[config.mk]
export PLATFORM = sky130hd
export DESIGN_NAME = fragment_writer
export DESIGN_NICKNAME = d
export VERILOG_FILES = /design/src/rtl/fb_pkg.sv /design/src/rtl/fragment_fifo.sv /design/src/rtl/fragment_writer.sv
export SDC_FILE = /design/constraint.sdc
export NUM_CORES = 1
export LEC_CHECK = 0
export ABC_AREA = 1
export BUFFER_PORTS_ARGS = -buffer_cell sky130_fd_sc_hd__buf_4
export CAP_MARGIN = 20
export CORE_MARGIN = 2
export CORE_UTILIZATION = 45
export CTS_BUF_LIST = sky130_fd_sc_hd__clkbuf_16
export CTS_CLUSTER_DIAMETER = 40
export DETAILED_ROUTE_END_ITERATION = 10
export PLACE_DENSITY = 0.67
export RECOVER_POWER = 100
export SYNTH_ARGS = -nofsm -noshare
export SYNTH_HDL_FRONTEND = slang
export SYNTH_HIERARCHICAL = 1
export SYNTH_SLANG_ARGS = --single-unit
[constraint.sdc]
create_clock -name clk -period 6.4 [get_ports clk]
set_input_delay 0.64 -clock clk [delete_from_list [all_inputs] [get_ports clk]]
set_output_delay 0.64 -clock clk [all_outputs]
set_load 0.02 [all_outputs]
[src/rtl/fb_pkg.sv]
// Shared types for the fragment writer: framebuffer geometry,
// the buffered write word and the writer FSM states.
package fb_pkg;

  localparam int COLOR_WIDTH = 16;
  localparam int FB_WIDTH    = 640;
  localparam int FB_HEIGHT   = 480;
  localparam int ADDR_WIDTH  = 19;

  typedef struct packed {
    logic [ADDR_WIDTH-1:0]  addr;
    logic [COLOR_WIDTH-1:0] color;
  } fb_word_t;

  typedef enum logic [1:0] {
    IDLE,
    ARM,
    ACTIVE,
    DRAIN
  } writer_state_t;

endpackage

[src/rtl/fragment_fifo.sv]
// Synchronous FIFO of framebuffer words. A push into a full FIFO
// is accepted only when a pop happens in the same cycle.
module fragment_fifo
  import fb_pkg::*;
#(
  parameter int DEPTH = 16
) (
  input  logic                   clk,
  input  logic                   rst,
  input  logic                   i_push,
  input  logic                   i_pop,
  input  fb_word_t               i_data,
  output fb_word_t               o_data,
  output logic                   o_full,
  output logic                   o_empty,
  output logic [$clog2(DEPTH):0] o_count
);

  localparam int AW = $clog2(DEPTH);

  fb_word_t        r_mem [DEPTH];
  logic [AW-1:0]   r_wr;
  logic [AW-1:0]   r_rd;
  logic [AW:0]     r_count;
  logic            w_push;
  logic            w_pop;

  assign o_full  = (r_count == (AW+1)'(DEPTH));
  assign o_empty = (r_count == '0);
  assign o_count = r_count;
  assign o_data  = r_mem[r_rd];

  assign w_pop  = i_pop && !o_empty;
  assign w_push = i_push && (!o_full || w_pop);

  always_ff @(posedge clk) begin
    if (rst) begin
      r_wr    <= '0;
      r_rd    <= '0;
      r_count <= '0;
    end else begin
      if (w_push) r_wr <= r_wr + 1'b1;
      if (w_pop)  r_rd <= r_rd + 1'b1;
      if (w_push && !w_pop)
        r_count <= r_count + 1'b1;
      else if (w_pop && !w_push)
        r_count <= r_count - 1'b1;
    end
  end

  always_ff @(posedge clk) begin
    if (w_push) r_mem[r_wr] <= i_data;
  end

endmodule

[src/rtl/fragment_writer.sv]
// Flat-shades rasterizer fragments and writes them to the framebuffer.
// Optional write/drop counters: define FRAGMENT_WRITER_STATS_EN.
module fragment_writer #(
  parameter int CORD_WIDTH  = 10,
  parameter int COLOR_WIDTH = fb_pkg::COLOR_WIDTH,
  parameter int FB_WIDTH    = fb_pkg::FB_WIDTH,
  parameter int FB_HEIGHT   = fb_pkg::FB_HEIGHT,
  parameter int FIFO_DEPTH  = 16,
  parameter int ADDR_WIDTH  = fb_pkg::ADDR_WIDTH
) (
  input  logic                    clk,
  input  logic                    rst,
  input  logic                    i_tri_start,
  input  logic [COLOR_WIDTH-1:0]  i_color0,
  input  logic [COLOR_WIDTH-1:0]  i_color1,
  input  logic [COLOR_WIDTH-1:0]  i_color2,
  input  logic                    i_frag_valid,
  input  logic [CORD_WIDTH-1:0]   i_frag_x,
  input  logic [CORD_WIDTH-1:0]   i_frag_y,
  input  logic [2*CORD_WIDTH:0]   i_lambda0,
  input  logic [2*CORD_WIDTH:0]   i_lambda1,
  input  logic [2*CORD_WIDTH:0]   i_lambda2,
  input  logic                    i_raster_done,
  output logic                    o_mem_valid,
  output logic [ADDR_WIDTH-1:0]   o_mem_addr,
  output logic [COLOR_WIDTH-1:0]  o_mem_data,
  input  logic                    i_mem_ready,
  output logic                    o_busy,
  output logic                    o_done,
`ifdef FRAGMENT_WRITER_STATS_EN
  output logic [15:0]             o_written_count,
  output logic [15:0]             o_dropped_count,
`endif
  output logic                    o_overflow
);

  import fb_pkg::*;

  localparam int LW = 2*CORD_WIDTH + 1;

  writer_state_t          r_state;
  writer_state_t          w_next;
  logic [COLOR_WIDTH-1:0] r_c0, r_c1, r_c2;
  logic                   r_valid;
  fb_word_t               r_out;
  logic                   r_done;
  logic                   r_ovf;

  logic [LW-1:0]          w_a0, w_a1, w_a2;
  logic [COLOR_WIDTH-1:0] w_color;
  logic [31:0]            w_addr_full;
  logic                   w_inb;
  logic                   w_take;
  logic                   w_pop;
  logic                   w_drop;
  logic                   w_full;
  logic                   w_empty;
  logic                   w_start;
  logic                   w_fin;
  logic                   w_hs;
  fb_word_t               w_push_word;
  fb_word_t               w_fifo_q;
  logic [$clog2(FIFO_DEPTH):0] w_count;

  assign w_a0 = i_lambda0[LW-1] ? -i_lambda0 : i_lambda0;
  assign w_a1 = i_lambda1[LW-1] ? -i_lambda1 : i_lambda1;
  assign w_a2 = i_lambda2[LW-1] ? -i_lambda2 : i_lambda2;

  // Dominant vertex; ">=" keeps ties on the lower index.
  always_comb begin
    w_color = r_c2;
    if (w_a0 >= w_a1 && w_a0 >= w_a2)
      w_color = r_c0;
    else if (w_a1 >= w_a2)
      w_color = r_c1;
  end

  assign w_addr_full = 32'(i_frag_y) * 32'(FB_WIDTH)
                     + 32'(i_frag_x);
  assign w_inb = (int'(i_frag_x) < FB_WIDTH)
              && (int'(i_frag_y) < FB_HEIGHT);

  assign w_push_word.addr  = w_addr_full[ADDR_WIDTH-1:0];
  assign w_push_word.color = w_color;

  assign w_take = i_frag_valid && w_inb
               && (r_state == ARM || r_state == ACTIVE);
  assign w_hs   = r_valid && i_mem_ready;
  assign w_pop  = !w_empty && (!r_valid || i_mem_ready);
  assign w_drop = w_take && w_full && !w_pop;

  fragment_fifo #(
    .DEPTH (FIFO_DEPTH)
  ) u_fifo (
    .clk     (clk),
    .rst     (rst),
    .i_push  (w_take),
    .i_pop   (w_pop),
    .i_data  (w_push_word),
    .o_data  (w_fifo_q),
    .o_full  (w_full),
    .o_empty (w_empty),
    .o_count (w_count)
  );

  assign w_start = (r_state == IDLE) && i_tri_start;
  assign w_fin   = (r_state == DRAIN) && w_empty && !r_valid;

  always_comb begin
    w_next = r_state;
    unique case (r_state)
      IDLE:   if (i_tri_start)    w_next = ARM;
      ARM:    if (!i_raster_done) w_next = ACTIVE;
      ACTIVE: if (i_raster_done)  w_next = DRAIN;
      DRAIN:  if (w_fin)          w_next = IDLE;
      default:                    w_next = IDLE;
    endcase
  end

  always_ff @(posedge clk) begin
    if (rst) begin
      r_state <= IDLE;
      r_c0    <= '0;
      r_c1    <= '0;
      r_c2    <= '0;
      r_valid <= 1'b0;
      r_out   <= '0;
      r_done  <= 1'b0;
      r_ovf   <= 1'b0;
    end else begin
      r_state <= w_next;
      r_done  <= w_fin;
      if (w_start) begin
        r_c0 <= i_color0;
        r_c1 <= i_color1;
        r_c2 <= i_color2;
      end
      if (w_start)
        r_ovf <= 1'b0;
      else if (w_drop)
        r_ovf <= 1'b1;
      if (w_pop) begin
        r_valid <= 1'b1;
        r_out   <= w_fifo_q;
      end else if (w_hs) begin
        r_valid <= 1'b0;
      end
    end
  end

`ifdef FRAGMENT_WRITER_STATS_EN
  logic [15:0] r_wr_cnt;
  logic [15:0] r_dr_cnt;

  always_ff @(posedge clk) begin
    if (rst || w_start) begin
      r_wr_cnt <= '0;
      r_dr_cnt <= '0;
    end else begin
      if (w_hs && r_wr_cnt != 16'hFFFF)
        r_wr_cnt <= r_wr_cnt + 1'b1;
      if (w_drop && r_dr_cnt != 16'hFFFF)
        r_dr_cnt <= r_dr_cnt + 1'b1;
    end
  end

  assign o_written_count = r_wr_cnt;
  assign o_dropped_count = r_dr_cnt;
`endif

  assign o_mem_valid = r_valid;
  assign o_mem_addr  = r_out.addr;
  assign o_mem_data  = r_out.color;
  assign o_busy      = (r_state != IDLE);
  assign o_done      = r_done;
  assign o_overflow  = r_ovf;

endmodule

=== After elaboration in Yosys (flattened, before gate mapping) ===
Memory sizes are Yosys's and may differ from the RTL's. A register that Yosys moved wholly into a read port is not among the register bits.
Cells that the tools add are included.

* Register bits: 66
* Memories: 1
* Input bits: 137
* Bits in writable memories: 560

* Order comparisons: 5
* Add/sub/neg operators: 8
* Reductions and logical operators: 31
* Multiplexer cells: 16
* Eq/ne operators: 8
* Multiply operators: 1

{| class="wikitable"
|+ Memory list
! name !! words !! bits a word !! rd ports !! clocked after Yosys merged registers in !! write ports !! line !! text
|-
| u_fifo.r_mem || 16 || 35 || 1 || 1 || 1 || fragment_fifo.sv:21 || <nowiki>fb_word_t r_mem [DEPTH];</nowiki>
|}

{| class="wikitable"
|+ Operators by type and width
! kind !! number
|-
| 21-bit greater-or-equal comparator || 3
|-
| 21-bit 2-to-1 mux || 3
|-
| 21-bit negator || 3
|-
| 16-bit 2-to-1 mux || 2
|-
| 19-bit by 10-bit adder with 19-bit output || 1
|-
| 1-bit logical AND || 15
|-
| 10-bit by 3-bit multiplier with 12-bit output (second input constant) || 1
|-
| 10-bit < comparator (second input constant) || 1
|-
| 10-bit by 9-bit < comparator with 1-bit output (second input constant) || 1
|-
| 5-bit 2-to-1 mux || 2
|-
| 4-bit by 1-bit adder with 4-bit output (second input constant) || 2
|-
| 2-bit 2-to-1 mux || 4
|-
| 2-bit inequality test (second input constant) || 4
|-
| 2-bit one-hot mux with 4 select lines || 1
|-
| 1-bit logical NOT || 6
|-
| 2-bit nonzero test || 3
|-
| 5-bit by 1-bit adder with 5-bit output (second input constant) || 1
|-
| 5-bit equality test (second input constant) || 1
|-
| 5-bit logical NOT || 1
|-
| 5-bit by 1-bit subtractor with 5-bit output (second input constant) || 1
|-
| 2-bit equality test (second input constant) || 2
|-
| 1-bit 2-to-1 mux || 4
|-
| 4-bit AND reduction || 1
|-
| 1-bit logical OR || 3
|-
| 3 further kinds || 3
|}

=== Longest topological paths before layout ===
* Depth in word-level cells: 10
* Mapped depth: 24

=== Modules after synthesis ===
The synthesis kept the hierarchy.

{| class="wikitable"
|+ By module, submodules not included
! module !! seq. area each (µm²) !! times used !! cells each !! area an instance (µm²)
|-
| fragment_fifo || 17156.5 || 1 || 2083 || 23674.0
|-
| fragment_writer || 1761.7 || 1 || 1196 || 7831.3
|}

=== Least setup slack after synthesis ===
No wires, ideal clock.

* Path kind: input to register
* From: in i_mem_ready
* To: mem u_fifo/r_mem[3][0] (netlist name), enable pin
* Setup slack: 1.584 ns
* Data required time: 5.929 ns
* Cell stages on the path: 10
* Library setup time: 0.471 ns
* Arrival time: 4.345 ns
* Buffers on the path: 2
* Path through: inv_1 nand2_1 nand2_1 clkinv_1 clkbuf_1 inv_1 nand4_1 nand2_1 buf_2 nor3_1

* Longest elaborated chain between the ends: 7

{| class="wikitable"
|+ Ends and longest elaborated chain
! what !! line !! text
|-
| start: declaration || fragment_writer.sv:27 || <nowiki>input logic i_mem_ready,</nowiki>
|-
| 1-bit logical OR || fragment_writer.sv:89 || <nowiki>assign w_pop = !w_empty && (!r_valid || i_mem_ready);</nowiki>
|-
| 1-bit logical AND || fragment_writer.sv:89 ||
|-
| net w_pop || fragment_writer.sv:54 || <nowiki>logic w_pop;</nowiki>
|-
| 1-bit logical AND || fragment_fifo.sv:33 || <nowiki>assign w_pop = i_pop && !o_empty;</nowiki>
|-
| 1-bit logical OR || fragment_fifo.sv:34 || <nowiki>assign w_push = i_push && (!o_full || w_pop);</nowiki>
|-
| 1-bit logical AND || fragment_fifo.sv:34 ||
|-
| 1-bit 2-to-1 mux || fragment_fifo.sv:52 || <nowiki>if (w_push) r_mem[r_wr] <= i_data;</nowiki>
|-
| 1-bit 2-to-1 mux (not written as such) || fragment_fifo.sv:52 ||
|-
| end: declaration || fragment_fifo.sv:21 ||
|}

The timed path passes the listed nets, and every way through them passes these cells.

==> reports/metrics.csv <==
stage;metric;value;unit
timing;Fin. Hold Viols;0;
global_route;initial antenna violation count;1;
run_status;failing checks;max-capacitance violations, max-slew violations;
setup_path;crit-path max FO;65;
setup_path;kind of critical path;flop to flop;
timing;Max Freq;0.198;GHz
clock_network;Max clock buf depth;3;
clock_network;CTS clock-pin slew for the worst setup and hold paths;0.06;ns
global_route;GRT Residual Overflow;0;
timing;Slew @ Worst Pin;3.02;ns
global_route;GRT Overall Usage;0.223;
clock_network;CTS root buffer;clkbuf_16;
floorplan;site row count;97;
cells_and_area;Core Util, Final;0.523;
setup_path;worst-path cell chain;clkbuf_1, nor2_1, nor2_1, o21ai_0, nand3_1, nand3_1, nand2_1, nand2_1, a21oi_1;
setup_path;crit end category;flop;
drt;initial drt markers;2059;
flow_run;MaxCap Viol Count;23;
timing;# setup viols final;0;
timing;period utilization;0.789;
synth;synth unique cells;55;
floorplan;Die ar.;72100;um2
global_route;vias in the first global route;21922;
placed_design;dpl cells;4292;
placed_design;Buffers on Ports;175;
cells_and_area;non-filler cells, final;4467;
synth;Yosys warnings;6;
setup_path;Worst Path Required;6.96;ns
floorplan;core region area;69700;um2
pwr;pwr/cell area;377;nW/um2
synth;cell type with the largest total area after synthesis;edfxtp_1;
synth;top cells by area, synth;edfxtp_1, nand2_1, dfxtp_1, nand3_1, ha_1;
synth;Avg Cell Area, Syn;9.61;um2
timing;Clock Skews;0.0341;ns
global_route;largest net degree at the start of global routing;112;
synth;syn_nets;3506;
timing;total negative slack;0;ns
cells_and_area;most common cell after layout, fill and taps aside;nand2_1;
drt;via count;23046;
clock_network;htree depth;3;
synth;post-synthesis register bit count;665;
global_route;first-pass GRT wire length;123;mm
setup_path;Worst path max stage delay;2.24;ns
clock_network;Sink Count;665;
min_path;hold crit path type;input port to flop;
cells_and_area;most frequent cells in the layout;nand2_1, edfxtp_1, nand3_1, inv_1, nor2_1;
setup_path;WP data arrival;5.61;ns
timing;Slew Viols, Final;772;
cells_and_area;filler instances;6216;
timing;Max-slew headroom;-1.01;
cells_and_area;nets;3677;
floorplan;starting density of the core;0.452;
run_status;outcome;finished, violations left;
pwr;Max VDD drop;0.000275;V
drt;Antenna Nets Post-Route;0;
floorplan;die height;269;um
drt;wire per inst;17.9;um
floorplan;die width;269;um
clock_network;PostCTS Resize Cnt;0;
clock_network;CTS Hold Bufs;0;
clock_network;Num CTS Buffers;91;
synth;sequential-to-total area share from yosys stat;0.600;
placed_design;Detail Placement HPWL;47.0;mm
placed_design;RD Place Congestion;0.871;
timing;Tmin final;5.05;ns
clock_network;TritonCTS clock tree;done;
synth;post-synthesis cell count;3279;
drt;drt pass-1 iters;6;
setup_path;slowest library cell on the worst path;clkbuf_1;
drt;# DRC;0;
synth;Synth async-reset ratio;0;
synth;Post-synth EDFFs;560;
clock_network;setup repair bufs after CTS;0;
timing;worst hold slack;0.254;ns
pwr;Leakage;14.8;nW
cells_and_area;Area Growth Syn to Fin;15.7;%
floorplan;I/O pin count;176;
clock_network;insertion delay to the later sink of the worst-skew pair;0.65;ns
drt;Via density;5.16;
synth;Synth Flop Type;edfxtp_1;
timing;RSZ-0062 raised after global routing;no;
drt;final wirelength;80.1;mm
synth;mapped cell area;31500;um2
cells_and_area;share of cells above drive strength 1;0.109;
synth;post-synth top area share;0.534;
setup_path;Worst Setup Start Kind;flop;
[layer usage]
metal,track usage,vias to the layer above,share of wire
li1,-,11381,-
met1,0.300,10692,0.43
met2,0.363,824,0.47
met3,0.0384,149,0.071
met4,0.0808,0,0.028
met5,0,-,0
[cell families (layout without fill, tap and decap cells)]
logic type,after synthesis,in the layout,share of synthesized area
AO/OA/AOI/OAI,317,317,0.0566
adder cells (fa/ha/maj),90,90,0.0365
AND/OR/NAND/NOR,1714,1714,0.234
other,0,1,0
buffers and inverters,434,681,0.0565
XOR/XNOR,59,59,0.0164
flip-flops,665,665,0.600
[stage by stage]
step	cell area, um2	setup slack [ns]	total power, mW
final	36500	1.35	13.8
after global routing	36500	0.927	14.5
after CTS	36900	2.18	13.9
after detailed placement	33800	1.89	8.86
after global placement	33800	1.97	8.82
after floorplan	31500	1.58	7.76
[Yosys cell counts (57+ instances only)]
cell        n
a21oi_1   121
edfxtp_1  560
dfxtp_1   105
o21ai_0   114
clkbuf_1   65
o211ai_1   57
nand2_1   989
nand3_1   314
nor2_1    266
inv_1     263
ha_1       87
[power by group]
group,switching (mW),internal [mW],total (mW)
combinational,2.39,1.01,3.40
clock,1.98,3.09,5.07
sequential,0.188,5.11,5.29
[worst max-delay path: cells and delay by family, from the launching register on]
| family | cells | cell delay [ns] |
|---|---|---|
| simple gates | 6 | 0.71 |
| buf+inv | 1 | 2.24 |
| compound gates | 2 | 0.29 |
| flops | 1 | 1.65 |
[area by class of cell]
type / count / area, um2 / share of cell area
sequential: 665 / 18900 / 0.519
multi-input combinational: 2180 / 10800 / 0.295
clock buffer: 92 / 2300 / 0.0631
timing repair buffer: 233 / 1410 / 0.0386
tap: 940 / 1180 / 0.0323
inverter: 279 / 1060 / 0.0291
clock inverter: 77 / 816 / 0.0224
antenna: 1 / 2.50 / 0.0000686
[path summary, 6_finish.rpt]
path	startpoint	endpoint	slack [ns]	cells past startpoint
setup / recovery	flop	o_mem_addr[16]	1.35	9
hold / removal	i_color0[9]	r_c0[9]	0.25	3
setup reg to reg	flop	o_mem_addr[16]	1.35	9
hold reg to reg	o_mem_addr[5]	o_mem_addr[5]	0.46	2
[flip-flops by register name, indices dropped and copies added, names as in the netlist, 5 cells and up, named ones only]
name / count
r_c0: 16
r_c2: 16
o_mem_data: 16
o_mem_addr: 19
u_fifo/r_mem: 560
r_c1: 16
u_fifo/o_count: 5
Power figures use the tool's default switching activity.
